File: src/rtl/lsu_dmem_if.sv
// lsu_dmem_if: load/store unit between the memory stage and the data-memory port.
// Accepts one request per cycle, checks alignment, and issues word-aligned,
// byte-enabled requests through a single output register. Loads are tracked
// in an in-order FIFO; responses are aligned, extended and written back.
// Optional macro LSU_RSP_BYPASS_EN: when defined, the writeback outputs are
// driven combinationally in the response cycle instead of one cycle later.
//
// Handshakes: a transfer happens on a rising clk edge where valid && ready.
// The producer holds valid and payload stable until that edge; ready may
// depend combinationally on the consumer's state but never on valid.
module lsu_dmem_if #(
    parameter int N_BITS          = 32,
    parameter int RF_IDX_WIDTH    = 5,
    parameter int MAX_OUTSTANDING = 2
) (
    input  logic                    clk,
    input  logic                    rst_n,
    input  logic                    req_vld,
    output logic                    req_rdy,
    input  logic                    req_mtype,
    input  logic [1:0]              req_len,
    input  logic                    req_unsigned,
    input  logic [N_BITS-1:0]       req_addr,
    input  logic [N_BITS-1:0]       req_wdata,
    input  logic [RF_IDX_WIDTH-1:0] req_rd,
    output logic                    dmem_req_vld,
    input  logic                    dmem_req_rdy,
    output logic                    dmem_req_we,
    output logic [N_BITS-1:0]       dmem_req_addr,
    output logic [N_BITS/8-1:0]     dmem_req_be,
    output logic [N_BITS-1:0]       dmem_req_wdata,
    input  logic                    dmem_rsp_vld,
    input  logic [N_BITS-1:0]       dmem_rsp_rdata,
    output logic                    rf_wr_en,
    output logic [RF_IDX_WIDTH-1:0] rf_rd,
    output logic [N_BITS-1:0]       rf_wdata,
    output logic                    misalign_err,
    output logic                    busy
);

    localparam int BE_W  = N_BITS / 8;
    localparam int OFF_W = $clog2(BE_W);
    localparam int PTR_W = (MAX_OUTSTANDING > 1) ? $clog2(MAX_OUTSTANDING) : 1;
    localparam int CNT_W = $clog2(MAX_OUTSTANDING + 1);

    typedef struct packed {
        logic [RF_IDX_WIDTH-1:0] rd;
        logic [OFF_W-1:0]        off;
        logic [1:0]              len;
        logic                    uns;
    } trk_entry_t;

    trk_entry_t       trk_mem [MAX_OUTSTANDING];
    logic [PTR_W-1:0] wr_ptr;
    logic [PTR_W-1:0] rd_ptr;
    logic [CNT_W-1:0] trk_cnt;

    logic [OFF_W-1:0]  req_off;
    logic              misaligned;
    logic [BE_W-1:0]   be_next;
    logic [N_BITS-1:0] wdata_next;
    logic              accept;
    logic              push;
    logic              pop;
    trk_entry_t        head;
    logic [N_BITS-1:0] shifted;
    logic [N_BITS-1:0] size_mask;
    logic              sign_bit;
    logic [N_BITS-1:0] wb_data;

    assign req_off = req_addr[OFF_W-1:0];
    assign req_rdy = (!dmem_req_vld || dmem_req_rdy) &&
                     (trk_cnt != CNT_W'(MAX_OUTSTANDING));
    assign accept  = req_vld && req_rdy;
    assign push    = accept && !misaligned && !req_mtype;
    assign pop     = dmem_rsp_vld && (trk_cnt != '0);
    assign busy    = dmem_req_vld || (trk_cnt != '0);
    assign head    = trk_mem[rd_ptr];

    // Alignment check: the access must sit on its natural boundary and fit the bus.
    always_comb begin
        misaligned = 1'b0;
        case (req_len)
            2'b00:   misaligned = 1'b0;
            2'b01:   misaligned = req_addr[0];
            2'b10:   misaligned = (req_addr[1:0] != 2'b00);
            default: misaligned = (N_BITS == 32) || (req_addr[2:0] != 3'b000);
        endcase
    end

    // Byte enables and lane-replicated store data for the accepted request.
    always_comb begin
        be_next    = '0;
        wdata_next = req_wdata;
        case (req_len)
            2'b00: begin
                be_next    = BE_W'(1) << req_off;
                wdata_next = {BE_W{req_wdata[7:0]}};
            end
            2'b01: begin
                be_next    = BE_W'(2'b11) << req_off;
                wdata_next = {(N_BITS/16){req_wdata[15:0]}};
            end
            2'b10: begin
                be_next    = BE_W'(4'hF) << req_off;
                wdata_next = {(N_BITS/32){req_wdata[31:0]}};
            end
            default: begin
                be_next    = '1;
                wdata_next = req_wdata;
            end
        endcase
    end

    // Output register: load on an aligned acceptance, drop once the memory takes it.
    always_ff @(posedge clk or negedge rst_n) begin
        if (!rst_n) begin
            dmem_req_vld   <= 1'b0;
            dmem_req_we    <= 1'b0;
            dmem_req_addr  <= '0;
            dmem_req_be    <= '0;
            dmem_req_wdata <= '0;
        end else if (accept && !misaligned) begin
            dmem_req_vld   <= 1'b1;
            dmem_req_we    <= req_mtype;
            dmem_req_addr  <= {req_addr[N_BITS-1:OFF_W], {OFF_W{1'b0}}};
            dmem_req_be    <= be_next;
            dmem_req_wdata <= wdata_next;
        end else if (dmem_req_rdy) begin
            dmem_req_vld   <= 1'b0;
        end
    end

    // Misalignment pulse, one cycle after the offending request is accepted.
    always_ff @(posedge clk or negedge rst_n) begin
        if (!rst_n) misalign_err <= 1'b0;
        else        misalign_err <= accept && misaligned;
    end

    // In-order load tracker: push on aligned load acceptance, pop on each response.
    always_ff @(posedge clk or negedge rst_n) begin
        if (!rst_n) begin
            wr_ptr  <= '0;
            rd_ptr  <= '0;
            trk_cnt <= '0;
            for (int i = 0; i < MAX_OUTSTANDING; i++) trk_mem[i] <= '0;
        end else begin
            if (push) begin
                trk_mem[wr_ptr] <= '{rd: req_rd, off: req_off, len: req_len, uns: req_unsigned};
                wr_ptr <= (wr_ptr == PTR_W'(MAX_OUTSTANDING - 1)) ? '0 : wr_ptr + 1'b1;
            end
            if (pop) begin
                rd_ptr <= (rd_ptr == PTR_W'(MAX_OUTSTANDING - 1)) ? '0 : rd_ptr + 1'b1;
            end
            if (push && !pop)      trk_cnt <= trk_cnt + 1'b1;
            else if (!push && pop) trk_cnt <= trk_cnt - 1'b1;
        end
    end

    // Load data: shift the addressed bytes down, trim to size, then extend.
    always_comb begin
        shifted   = dmem_rsp_rdata >> {head.off, 3'b000};
        size_mask = '0;
        sign_bit  = 1'b0;
        case (head.len)
            2'b00:   begin size_mask[7:0]  = '1; sign_bit = shifted[7];        end
            2'b01:   begin size_mask[15:0] = '1; sign_bit = shifted[15];       end
            2'b10:   begin size_mask[31:0] = '1; sign_bit = shifted[31];       end
            default: begin size_mask       = '1; sign_bit = shifted[N_BITS-1]; end
        endcase
        wb_data = shifted & size_mask;
        if (!head.uns && sign_bit) wb_data = wb_data | ~size_mask;
    end

`ifdef LSU_RSP_BYPASS_EN
    // Zero-latency writeback straight from the response and the tracker head.
    assign rf_wr_en = pop && (head.rd != '0);
    assign rf_rd    = head.rd;
    assign rf_wdata = wb_data;
`else
    // Registered writeback; x0 destinations still pop but never write.
    always_ff @(posedge clk or negedge rst_n) begin
        if (!rst_n) begin
            rf_wr_en <= 1'b0;
            rf_rd    <= '0;
            rf_wdata <= '0;
        end else begin
            rf_wr_en <= pop && (head.rd != '0);
            if (pop) begin
                rf_rd    <= head.rd;
                rf_wdata <= wb_data;
            end
        end
    end
`endif

endmodule
File: config.mk
export PLATFORM = sky130hd
export DESIGN_NAME = lsu_dmem_if
export DESIGN_NICKNAME = d
export VERILOG_FILES = /design/src/rtl/lsu_dmem_if.sv
export SDC_FILE = /design/constraint.sdc
export NUM_CORES = 1
export LEC_CHECK = 0
export ABC_CLOCK_PERIOD_IN_PS = 2400
export BUFFER_PORTS_ARGS = -buffer_cell sky130_fd_sc_hd__buf_2
export CAP_MARGIN = 20
export CORE_MARGIN = 5
export CORE_UTILIZATION = 35
export CTS_CLUSTER_DIAMETER = 150
export DETAILED_ROUTE_END_ITERATION = 8
export GPL_ROUTABILITY_DRIVEN = 1
export GPL_TIMING_DRIVEN = 0
export PLACE_DENSITY = 0.68
export REMOVE_ABC_BUFFERS = 1
export SLEW_MARGIN = 0
export SYNTH_ARGS = -nofsm -noshare
export SYNTH_HDL_FRONTEND = slang
export SYNTH_SLANG_ARGS = --single-unit
File: constraint.sdc
create_clock -name clk -period 2.4 [get_ports clk]
set_clock_uncertainty 0.2 [all_clocks]
set_input_delay 0 -clock clk [delete_from_list [all_inputs] [get_ports clk]]
set_output_delay 0 -clock clk [all_outputs]
set_load 0.02 [all_outputs]
# ---- Word-level counts from Yosys, hierarchy flattened
# Index checks and enable logic that the tools add are counted.
dict set report word_totals {
  reg_bits 131
  input_bits 110
  out_inout_bits 111
  elab_cells 86
}
dict set report op_classes {
  n_addsub 4
  magnitude_cmp 3
  n_eq_ne 4
  n_shift 4
  n_mux 19
  bitwise_logic 5
  reduce_logical 27
}
# op count
set ops {}
lappend ops {{32-bit case mux with 2 select lines} 1}
lappend ops {{10-bit two-way mux} 4}
lappend ops {{32-bit bitwise AND} 1}
lappend ops {{32-bit two-way mux} 1}
lappend ops {{32-bit NOT} 1}
lappend ops {{32-bit bitwise OR} 1}
lappend ops {{32-bit by 5-bit right shift with 32-bit output} 1}
lappend ops {{20-bit bitwise mux} 1}
lappend ops {{16-bit two-way mux} 1}
lappend ops {{4-bit case mux with 3 select lines} 1}
lappend ops {{1-bit logical AND} 11}
lappend ops {{10-bit demux with 1-bit select} 1}
lappend ops {{8-bit two-way mux} 1}
lappend ops {{2-bit nonzero test} 4}
lappend ops {{1-bit zero test} 6}
lappend ops {{5-bit nonzero test} 1}
lappend ops {{2-bit by 1-bit equality test with 1-bit output, second input constant} 2}
lappend ops {{2-bit >= comparator, second input constant} 2}
lappend ops {{2-bit zero test} 2}
lappend ops {{1-bit two-way mux} 4}
lappend ops {{2-bit two-way mux} 2}
lappend ops {{1-bit NOT with 2-bit output} 2}
lappend ops {{1-bit by 2-bit << shifter with 4-bit output, first input constant} 1}
lappend ops {{2-bit by 2-bit << shifter with 4-bit output, first input constant} 1}
lappend ops {{11 further kinds} 13}

# ---- Depth between registers and ports, before layout
dict set report depth {
  depth_word 10
  ltp_mapped 11
  ltp_nobuf 10
}

# ---- Least setup slack after synthesis
# No wires, ideal clock.
dict set report synth_path {
  kind {register to register}
  from {register dmem_req_vld}
  to {register trk_mem[0] in the netlist's numbering}
  setup_time_ps 125
  arrival_ps 1978
  t_required_ps 2075
  slack_ps 97
  path_stages_with_launch 8
  n_path_buf 2
  synth_period_minus_slack_ps 2303
  path_cell_list {dfrtp_1 > nor2b_1 > a21oi_2 > nand3_1 > buf_2 > nor3b_1 > buf_4 > mux2_2}
}
dict set report synth_via {
  elab_chain_len 6
}
# item line
set synth_rtl {}
lappend synth_rtl {{start: declaration} 26} ;# output logic dmem_req_vld,
lappend synth_rtl {{start signal: assignment} 118} ;# dmem_req_vld <= 1'b0;
lappend synth_rtl {{start signal: assignment} 124} ;# dmem_req_vld <= 1'b1;
lappend synth_rtl {{start signal: assignment} 130} ;# dmem_req_vld <= 1'b0;
lappend synth_rtl {{1-bit zero test} 72} ;# assign req_rdy = (!dmem_req_vld || dmem_req_rdy) &&
lappend synth_rtl {{1-bit logical OR} 72}
lappend synth_rtl {{1-bit logical AND} 72}
lappend synth_rtl {{net req_rdy} 19} ;# output logic req_rdy,
lappend synth_rtl {{1-bit logical AND} 74} ;# assign accept = req_vld && req_rdy;
lappend synth_rtl {{1-bit logical AND (2 in a row)} 75} ;# assign push = accept && !misaligned && !req_mtype;
lappend synth_rtl {{end signal: indexed assignment} 149} ;# trk_mem[wr_ptr] <= '{rd: req_rd, off: req_off, len: req_len, uns: req_unsigned};
lappend synth_rtl {{end: declaration} 53} ;# trk_entry_t trk_mem [MAX_OUTSTANDING];
# The timed path passes the listed nets, and every way through them passes these cells.
# A chain may end at the register's enable or synchronous reset.

# ---- Final worst setup path
dict set report layout_path {
  from {register trk_cnt[0]}
  to {register dmem_req_wdata[23]}
}
dict set report layout_via {
  elab_chain_len 4
}
# item line
set layout_rtl {}
lappend layout_rtl {{start: declaration} 56} ;# logic [CNT_W-1:0] trk_cnt;
lappend layout_rtl {{start signal: assignment} 155} ;# if (push && !pop) trk_cnt <= trk_cnt + 1'b1;
lappend layout_rtl {{start signal: assignment} 156} ;# else if (!push && pop) trk_cnt <= trk_cnt - 1'b1;
lappend layout_rtl {{2-bit inequality test} 73} ;# (trk_cnt != CNT_W'(MAX_OUTSTANDING));
lappend layout_rtl {{1-bit logical AND} 72}
lappend layout_rtl {{1-bit logical AND} 74}
lappend layout_rtl {{1-bit logical AND} 123} ;# end else if (accept && !misaligned) begin
lappend layout_rtl {{end signal: assignment} 128} ;# dmem_req_wdata <= wdata_next;
lappend layout_rtl {{end: declaration} 31} ;# output logic [N_BITS-1:0] dmem_req_wdata,
# Every way passes these cells.

==> key figures <==
Outcome
  • Outcome: complete, but fails checks
  • Violated checks: setup timing

Global routing
  • Met2 GRT Util: 33.7%
  • Remaining Overflow, GRT: 0
  • Via count of the first global-routing pass: 6052
  • GR Layer Usage met3: 5.89%
  • Global-route met1 utilization: between 20% and 30%
  • Number of antenna violations at the first check in global routing: 0
  • Busiest metal layer after global routing: met2
  • Pin count of the biggest net entering global routing: between 60 and 70
  • Wire length of the first global-routing pass: 31600 um
  • Global routing usage summed across all routing layers: 19.9%

Timing
  • Count of endpoints failing hold in the final timing report: 0
  • RSZ-0062 raised after global routing: yes
  • F_max: ~410 MHz
  • Worst rel slew slack: 30.5%
  • Slew at the pin with the worst max-slew slack: 1.03 ns
  • Final setup vio count: 3
  • Part of the cycle the worst path needs: 101%
  • Total negative slack: -0.0236 ns
  • Worst setup slack after layout: -0.0214 ns
  • Max-slew violation count: 0
  • Minimum clock period: 2.42 ns

Synthesis
  • Post-synth design cell area: 0.00598 mm2
  • Yosys synthesis warning count: 0
  • Yosys reg bits: roughly 130
  • Number of instances in the synthesized netlist: 597
  • Cell taking the most area after synthesis: sky130_fd_sc_hd__dfrtp_1
  • Dominant register cell in the synthesized netlist: sky130_fd_sc_hd__dfrtp_1
  • Average cell area after synthesis: around 10 um2
  • Number of different library cells in the post-synthesis netlist: 50
  • Share of async-settable or async-resettable flops after synthesis: 100%
  • Area share of the leading cell type in the synthesized netlist: 54.8%
  • Biggest area contributors in the synthesized netlist: sky130_fd_sc_hd__dfrtp_1 (55%), sky130_fd_sc_hd__nand2_1 (12%), sky130_fd_sc_hd__mux2i_1 (5.5%)
  • Number of enable-type register cells in the synthesized netlist: 0
  • Portion of the post-synthesis area used by sequential elements: a little over half

Setup path
  • Type of origin of the critical path: flop
  • Critical Path Fanout Max: 37
  • Crit. End Element: flop
  • Kind of critical path: reg2reg
  • Required time at the worst-slack endpoint: about 2.5 ns
  • CP arrival: 2.53 ns

Floorplan
  • Vertical die dimension: 141 um
  • Initial Util: 35.9%
  • Overall die area: 0.0198 mm2
  • IO Count: 221
  • Core region area: 0.0166 mm2
  • Die span in x: 141 um
  • Number of placement rows: 47

Finish
  • Layout net count: 1048
  • Design Area, Final: 0.00924 mm2
  • Commonest cells after routing, fill and taps aside: sky130_fd_sc_hd__buf_2 (217), sky130_fd_sc_hd__nand2_1 (193), sky130_fd_sc_hd__dfrtp_1 (130), sky130_fd_sc_hd__dlygate4sd3_1 (115)
  • Final cell count without fillers: 1165
  • Fraction of layout cells with a size suffix above 1: 32.6%
  • Core Util, Final: 55.5%
  • Area growth from synthesis to layout: 54.6%
  • Final antenna diode count: 0
  • Most common cell after layout, fill and taps aside: sky130_fd_sc_hd__buf_2

Place
  • IO buf count: roughly 220
  • Placed insts: 1003
  • Half-perimeter wire length after placement: 11600 um
  • Total placed instance area: 0.00729 mm2
  • Placer's final routability congestion estimate: 0.762

Detailed routing
  • DRC violations left: 0
  • WL per Instance: ~17 um
  • Antenna Violating Nets Remaining: 0
  • Total vias in the final route: about 5800
  • TritonRoute pass-1 iters: 4
  • Overall routed net length: roughly 20000 um
  • Iteration-0 DRC Markers: about 300
  • Routed via count divided by cell count: 4.97

Min path
  • Type of the worst min-delay path: in2reg

Clock network
  • CTS Root Cell: sky130_fd_sc_hd__clkbuf_16
  • Maximum buffer depth of the clock tree: 2
  • Worst-path clk slew: 0.06 ns
  • CTS tree: built
  • Number of levels in the clock H-tree: 4
  • Sink Count: 131
  • Number of clock buffers inserted by TritonCTS: 17
  • Worst skew pair latency: 0.41 ns

Job
  • Number of max-capacitance violations reported: 0

Pwr
  • Total Power: 11900 uW
  • Maximum vdd ir drop: 0.000609 V
  • Power per standard cell area: 1290 mW/mm2
  • Pleak: 0.00461 uW
==> cells in the mapped netlist, types with 3 or more instances <==
cell type                   count
sky130_fd_sc_hd__nand2b_1       4
sky130_fd_sc_hd__mux2_2        25
sky130_fd_sc_hd__ha_1           5
sky130_fd_sc_hd__mux2i_1       33
sky130_fd_sc_hd__inv_1          7
sky130_fd_sc_hd__nor3_1         5
sky130_fd_sc_hd__nor3b_1        3
sky130_fd_sc_hd__buf_4          3
sky130_fd_sc_hd__o211ai_1      16
sky130_fd_sc_hd__buf_1          6
sky130_fd_sc_hd__dfrtp_1      131
sky130_fd_sc_hd__clkbuf_1      19
sky130_fd_sc_hd__o21ai_0       32
sky130_fd_sc_hd__a22oi_1       16
sky130_fd_sc_hd__o2bb2ai_1      8
sky130_fd_sc_hd__nor2_1        31
sky130_fd_sc_hd__a221oi_1       8
sky130_fd_sc_hd__a31oi_1        8
sky130_fd_sc_hd__buf_2          6
sky130_fd_sc_hd__nand2_1      193
sky130_fd_sc_hd__xor2_1         3
==> sequential cells by signal, summed over array words and instances, names as in the netlist <==
register / flops
dmem_req_we: 1
rf_wdata: 32
wr_ptr: 1
rf_rd: 5
misalign_err: 1
trk_cnt: 2
rd_ptr: 1
dmem_req_vld: 1
dmem_req_wdata: 32
dmem_req_be: 4
trk_mem: 20
dmem_req_addr: 30
rf_wr_en: 1
==> kinds of logic (layout without fill, tap and decap cells) <==
kind of cell | count (synthesis) | in the layout | synth area share (%)
adders and majority gates | 5 | 5 | 1.05
xor gates and xnor gates | 5 | 5 | 0.733
other | 1 | 2 | 0.0627
AOI/OAI and AO/OA | 104 | 104 | 12.3
and+or+nand+nor | 247 | 249 | 16.8
muxes | 60 | 61 | 10.9
buffers and inverters | 44 | 388 | 3.35
DFF | 131 | 131 | 54.8
==> worst max-delay path, stage by stage (launching register included) <==
cell and delay [ns]:
sky130_fd_sc_hd__dfrtp_1 0.49, sky130_fd_sc_hd__inv_1 0.12, sky130_fd_sc_hd__a21oi_4 0.31, sky130_fd_sc_hd__nand3_2 0.77, sky130_fd_sc_hd__o21ai_0 0.41
==> worst paths after layout <==
kind	from	end	slack (ns)	cells past startpoint
hold / removal	req_len[1]	dmem_req_be[1]$_DFFE_PN0P_	0.04	5
max in group asynchronous	rst_n	trk_mem[12]$_DFFE_PN0P_	0.86	4
setup reg to reg	trk_cnt[0]$_DFFE_PN0P_	dmem_req_wdata[23]$_DFFE_PN0P_	-0.02	4
setup / recovery	trk_cnt[0]$_DFFE_PN0P_	dmem_req_wdata[23]$_DFFE_PN0P_	-0.02	4
hold reg to reg	dmem_req_addr[13]$_DFFE_PN0P_	dmem_req_addr[13]$_DFFE_PN0P_	0.27	2
min in group asynchronous	rst_n	dmem_req_addr[25]$_DFFE_PN0P_	0.45	3
==> cell type report <==
class                      instances  area (um2)
fill                            1406        7400
sequential                       131        3280
multi-input combinational        426        2600
timing repair buffer             350        2450
clock buffer                      22         474
tap                              220         275
clock inverter                     9         129
inverter                           7        26.3
==> power breakdown <==
part | total (uW) | switching, uW | leakage (uW) | internal [uW]
registers | 3950 | 692 | 0.00161 | 3260
logic | 5280 | 3200 | 0.00271 | 2070
clock network | 2650 | 939 | 0.000292 | 1710
==> routing by layer <==
layer | vias to the layer above | share of wire [%]
met4 | 0 | 2.4
met2 | 209 | 49
met1 | 2816 | 42
li1 | 2723 | -
met3 | 41 | 6.9
met5 | - | 0
==> repair_timing <==
action,4_1_cts,5_1_grt
setup endpoints to repair,57,55
setup buffers,10,2
endpoints found under the hold margin,260,0
gates cloned,3,0
resized for setup,6,1
hold buffers,116,0
pin swaps,4,0
==> through the flow <==
step	hold slack, ns	setup slack (ns)
floorplan	-0.496	-1.83
global placement	-0.00887	-3.36
detailed placement	-0.140	-1.03
CTS	0.0161	0.0223
global route	0.0922	-0.161
finish	0.0436	-0.0214
Note: power is estimated with default switching activity, not from simulation.
